--- src/rtl/piso_pkg.sv ---
// piso_pkg: shared state encoding and counter sizing for the PISO shift engine
package piso_pkg;
  typedef enum logic {PISO_IDLE, PISO_SHIFT} piso_state_e;
  function automatic int piso_cnt_width(input int n);
    return $clog2(n + 1);
  endfunction
endpackage

--- src/rtl/piso_bit_counter.sv ---
// piso_bit_counter: up-counter with sync clear, enable and terminal-count flag
module piso_bit_counter #(
  parameter int WIDTH = 4,
  parameter int TERM  = 7
) (
  input  logic clk,
  input  logic reset,
  input  logic clr_i,
  input  logic en_i,
  output logic tc_o
);
  logic [WIDTH-1:0] cnt_q, cnt_d;
  always_comb cnt_d = clr_i ? '0 : en_i ? cnt_q + 1'b1 : cnt_q;
  always_ff @(posedge clk or posedge reset)
    if (reset) cnt_q <= '0;
    else       cnt_q <= cnt_d;
  assign tc_o = cnt_q == WIDTH'(TERM);
endmodule

--- src/rtl/piso_shift_engine.sv ---
// piso_shift_engine: parameterised PISO shift engine; PISO_SERIAL_IN_EN adds serial_in/parallel_out
module piso_shift_engine
  import piso_pkg::*;
#(
  parameter int WORD_LENGTH = 8,
  parameter int SHIFT_COUNT = 2 * WORD_LENGTH,
  parameter bit MSB_FIRST   = 1'b0
) (
  input  logic                   clk,
  input  logic                   reset,
  input  logic [WORD_LENGTH-1:0] data_in,
  input  logic                   load,
  input  logic                   shift,
`ifdef PISO_SERIAL_IN_EN
  input  logic                   serial_in,
  output logic [SHIFT_COUNT-1:0] parallel_out,
`endif
  output logic                   data_out,
  output logic                   valid_out,
  output logic                   busy,
  output logic                   done
);
  localparam int CW = piso_cnt_width(SHIFT_COUNT);
  piso_state_e            state_q, state_d;
  logic [SHIFT_COUNT-1:0] sreg_q, sreg_d, shifted;
  logic                   done_q, done_d;
  logic                   fill, shift_acc, tc, last;
`ifdef PISO_SERIAL_IN_EN
  // the captured word stays visible after the final shift
  localparam bit KEEP_ON_DONE = 1'b1;
  assign fill         = serial_in;
  assign parallel_out = sreg_q;
`else
  localparam bit KEEP_ON_DONE = 1'b0;
  assign fill = 1'b0;
`endif
  assign shift_acc = (state_q == PISO_SHIFT) && shift && !load;
  assign last      = shift_acc && tc;
  assign shifted   = MSB_FIRST ? {sreg_q[SHIFT_COUNT-2:0], fill} : {fill, sreg_q[SHIFT_COUNT-1:1]};
  piso_bit_counter #(.WIDTH(CW), .TERM(SHIFT_COUNT - 1)) u_cnt (
    .clk   (clk),
    .reset (reset),
    .clr_i (load || last),
    .en_i  (shift_acc),
    .tc_o  (tc)
  );
  always_comb begin
    state_d = load ? PISO_SHIFT : last ? PISO_IDLE : state_q;
    sreg_d  = load ? SHIFT_COUNT'(data_in) : last ? (KEEP_ON_DONE ? shifted : '0) : shift_acc ? shifted : sreg_q;
    done_d  = last;
  end
  always_ff @(posedge clk or posedge reset)
    if (reset) begin
      state_q <= PISO_IDLE;
      sreg_q  <= '0;
      done_q  <= 1'b0;
    end else begin
      state_q <= state_d;
      sreg_q  <= sreg_d;
      done_q  <= done_d;
    end
  assign busy      = state_q == PISO_SHIFT;
  assign valid_out = busy;
  assign done      = done_q;
  assign data_out  = busy && (MSB_FIRST ? sreg_q[SHIFT_COUNT-1] : sreg_q[0]);
endmodule

--- config.mk ---
export PLATFORM = sky130hd
export DESIGN_NAME = piso_shift_engine
export DESIGN_NICKNAME = d
export VERILOG_FILES = /design/src/rtl/piso_pkg.sv /design/src/rtl/piso_bit_counter.sv /design/src/rtl/piso_shift_engine.sv
export SDC_FILE = /design/constraint.sdc
export NUM_CORES = 1
export LEC_CHECK = 0
export CAP_MARGIN = 20
export CORE_UTILIZATION = 52
export DETAILED_ROUTE_END_ITERATION = 8
export GPL_TIMING_DRIVEN = 0
export PLACE_DENSITY = 0.81
export SLEW_MARGIN = 20
export SYNTH_ARGS = -nofsm -noshare
export SYNTH_HDL_FRONTEND = slang
export SYNTH_SLANG_ARGS = --single-unit
--- constraint.sdc ---
create_clock -name clk -period 3.94 [get_ports clk]
set_input_delay 0.591 -clock clk [delete_from_list [all_inputs] [get_ports clk]]
set_output_delay 0.591 -clock clk [all_outputs]
set_load 0.01 [all_outputs]
==> results.txt <==
----------------------------------------------------
[Outcome]
  Status ... completed

[Cells and area]
  Share of cells above drive strength 1 ... under 10%
  Number of diodes ... 0
  Number of filler instances in the final layout ... 99
  Footprint of the multi-input gates ... around 350 µm²
  Number of nets in the layout ... ~110
  Area growth, synth to finish ... 24.3%
  Layout Utilization ... a little over 70%
  Final non-filler cell area ... ~950 µm²
  Register area ... between 300 and 400 µm²

[Timing]
  Max-slew violations ... 0
  Final worst path period share ... between 50% and 60%
  Setup repair after global routing missed its margin ... false
  Time the final worst path needs with I/O delays and setup ... between 2 and 2.5 ns
  Slew at the pin closest to its max-slew limit ... between 0.5 and 0.6 ns
  Post-route setup TNS ... 0 ns
  Maximum clock frequency ... 428 MHz
  Slew margin rel. ... between 60% and 70%
  Final setup viols ... 0
  Clock Skew ... 0.00546 ns
  Hold violation count in the final report ... 0
  WHS ... ~0.53 ns

[Global route]
  Total global routing track utilization ... approximately 25%
  Number of global-route vias before repair ... 578
  GRT overflow ... 0
  Number of antenna violations at the first check in global routing ... 0
  Global-route wire length before repair ... 2.50 mm
  Largest net degree at the start of global routing ... 16

[Hold path]
  Startpoint of the tightest hold check path ... u_cnt.cnt_q[4]
  Worst hold path class ... flop to flop

[Logic synthesis]
  Gate count after technology mapping ... 81
  Number of distinct standard cells referenced by the synthesized netlist ... 22
  Post-synthesis cell type with the largest combined area ... dfrtp_1
  Sequential element share of the synthesized area ... around 49%
  Net count after synthesis ... 95
  Flop and latch count out of synthesis ... 15
  Avg Synthesized Cell Area ... 9.47 µm²
  Ranking of synthesized cells by area ... dfrtp_1 (49%), and4b_1 (9.1%), a21oi_1 (7.8%)
  Synthesis warning total ... 0
  Top cell type's share of synthesized area ... about 49%
  Netlist area before placement ... 767 µm²

[CTS]
  CTS-repair resized insts ... 0
  CTS H-tree lvls ... 1
  Register clock-pin slew on the reported worst setup and hold paths ... roughly 0.1 ns
  CTS Root Cell ... clkbuf_4
  Hold bufs inserted after CTS ... 0
  TritonCTS clock tree ... done
  Total clock buffers created by CTS ... 3
  TritonCTS Sinks ... 15
  Clock Latency Late Sink ... 0.29 ns
  Buffer levels on the longest clock path ... 2
  Number of setup buffers added after CTS ... 0

[Pwr]
  Max rail drop VDD ... between 0.2 and 0.25 mV
  Logic gate share of total power ... between 10% and 20%
  Switching Fraction ... between 20 and 30%
  Power density over the cells ... approximately 320 nW/µm²
  Internal power ... roughly 0.22 mW
  Portion of total power attributed to sequential cells ... around 55%
  Clk pwr share ... between 30% and 40%
  Switch Pwr ... around 0.082 mW
  Leakage power figure ... around 0.41 nW

[Route]
  Number of detailed-routing iterations run before antenna repair ... 4
  Post-route ant nets ... 0
  Average wire per cell in the routed design ... 14.0 µm
  Number of design-rule violations left by the first detailed-router iteration ... 8
  Vias after detailed routing ... 671
  Remaining routing DRC violations ... 0
  Total Wirelength ... 1.59 mm
  DR vias/cell ... about 5.9

[Floorplan]
  Core Box Area ... between 1000 and 1500 µm²
  Total die area ... around 1600 µm²
  Row cnt ... 13
  Die height ... about 40 µm
  Top-level I/O count ... 16
  Initial Utilization ... about 58%
  DIE WIDTH ... 40.4 µm

[Worst setup path]
  Reg2Reg Launch Point ... u_cnt.cnt_q[0]
  CP Cell Sequence ... clkbuf_1 -> and2_1 -> clkdlybuf4s50_1
  Worst Setup SP ... busy
  Required time at the worst-slack endpoint ... around 3.4 ns
  CP Launch Type ... flop
  Capturing element type of the critical path ... output port
  Slowest CP cell ... clkdlybuf4s50_1
  Critical path buffers and inverters ... 2
  CP Class ... flop to output port
  Data arrival time of the critical path ... between 1.5 and 2 ns
  Crit path max fanout ... 10
  Largest stage delay on the critical path ... 0.53 ns
  Crit path max-delay family ... buffers and inverters

[Placed design]
  Placed cell area ... between 900 and 1000 µm²
  Count of port buffers added during placement ... 14
  Hpwl dp ... ~1.1 mm
  Final estimated routing congestion in global placement ... roughly 0.68

[Flow run]
  Max-capacitance violation count ... 0

----------------------------------------------------
## routing by layer
metal | track usage, % | vias up | routed length (µm)
li1 | - | 331 | -
met1 | 29.8 | 322 | 707
met2 | 40.9 | 14 | 809
met3 | 5.00 | 4 | 48
met4 | 12.5 | 0 | 28
met5 | 0 | - | 0
## cell usage in the layout, fill, tap and decap left out, types with 2 or more instances in the layout
cell | synthesis | final
inv_1 | 2 | 2
a21oi_1 | 12 | 12
ha_1 | 2 | 2
nand2_1 | 13 | 13
clkbuf_4 | 0 | 3
dfrtp_1 | 15 | 15
or3_1 | 2 | 2
clkdlybuf4s50_1 | 0 | 14
and4b_1 | 7 | 7
clkbuf_1 | 5 | 5
o21ai_0 | 10 | 10
## worst register-to-register path, stage by stage, from the launching register on
cell,delay (ns)
dfrtp_1,0.43
ha_1,0.24
and3_1,0.19
ha_1,0.26
clkbuf_1,0.24
or3_1,0.40
a21oi_1,0.15
## sequential cells by signal, summed over array words and instances (netlist names)
signal       count
busy             1
done             1
u_cnt.cnt_q      5
sreg_q           8
## final timing paths
path	end	slack (ns)	cells after the start
worst max-delay path	data_out	1.60	3
worst min-delay path	u_cnt.cnt_q[4]	0.53	2
worst max register to register	u_cnt.cnt_q[4]	1.96	6
worst min register to register	u_cnt.cnt_q[4]	0.53	2
max in group asynchronous	sreg_q[4]	2.92	2
min in group asynchronous	u_cnt.cnt_q[4]	0.64	2
## metrics by stage
step	power (mW)	std cells	setup slack [ns]
4_1_cts	0.303	114	1.60
6_report	0.305	114	1.60
2_1_floorplan	0.194	81	2.20
3_5_place_dp	0.214	110	1.93
3_3_place_gp	0.212	110	1.94
5_1_grt	0.316	114	1.52
## synthesized netlist by cell type
master,count
a21o_1,1
a21oi_1,12
a31oi_1,1
and2_1,1
and3_1,1
and4b_1,7
buf_4,1
buf_6,1
clkbuf_1,5
dfrtp_1,15
ha_1,2
inv_1,2
nand2_1,13
nand2_4,1
nand3_1,1
nand4b_1,1
nor2_1,1
nor3b_1,1
o21ai_0,10
or3_1,2
or4_1,1
or4b_1,1
## area by class of cell
type,count,area share [%]
Timing Repair Buffer,14,14.7
Tap cell,15,1.97
Multi-Input combinational cell,57,36.4
Buffer,7,3.94
Clock inverter,1,0.525
Clock buffer,3,2.36
Inverter,2,0.787
Sequential cell,15,39.4
## cell families after synthesis
family          count (synthesis)  share of synthesized area [%]
buf+inv                         9                           5.87
compound gates                 24                           16.2
flops                          15                           48.9
simple gates                   31                           25.8
fa+ha+maj                       2                           3.26
## power by group through the flow
stage,Sequential (mW),Combinational [mW],Clock (mW)
4_1_cts,0.168,0.0428,0.0924
3_3_place_gp,0.171,0.0412,0
3_5_place_dp,0.171,0.0425,0
5_1_grt,0.170,0.0481,0.0979
6_report,0.168,0.0426,0.0938
2_1_floorplan,0.170,0.0245,0
Note: power is estimated with default switching activity, not from simulation.
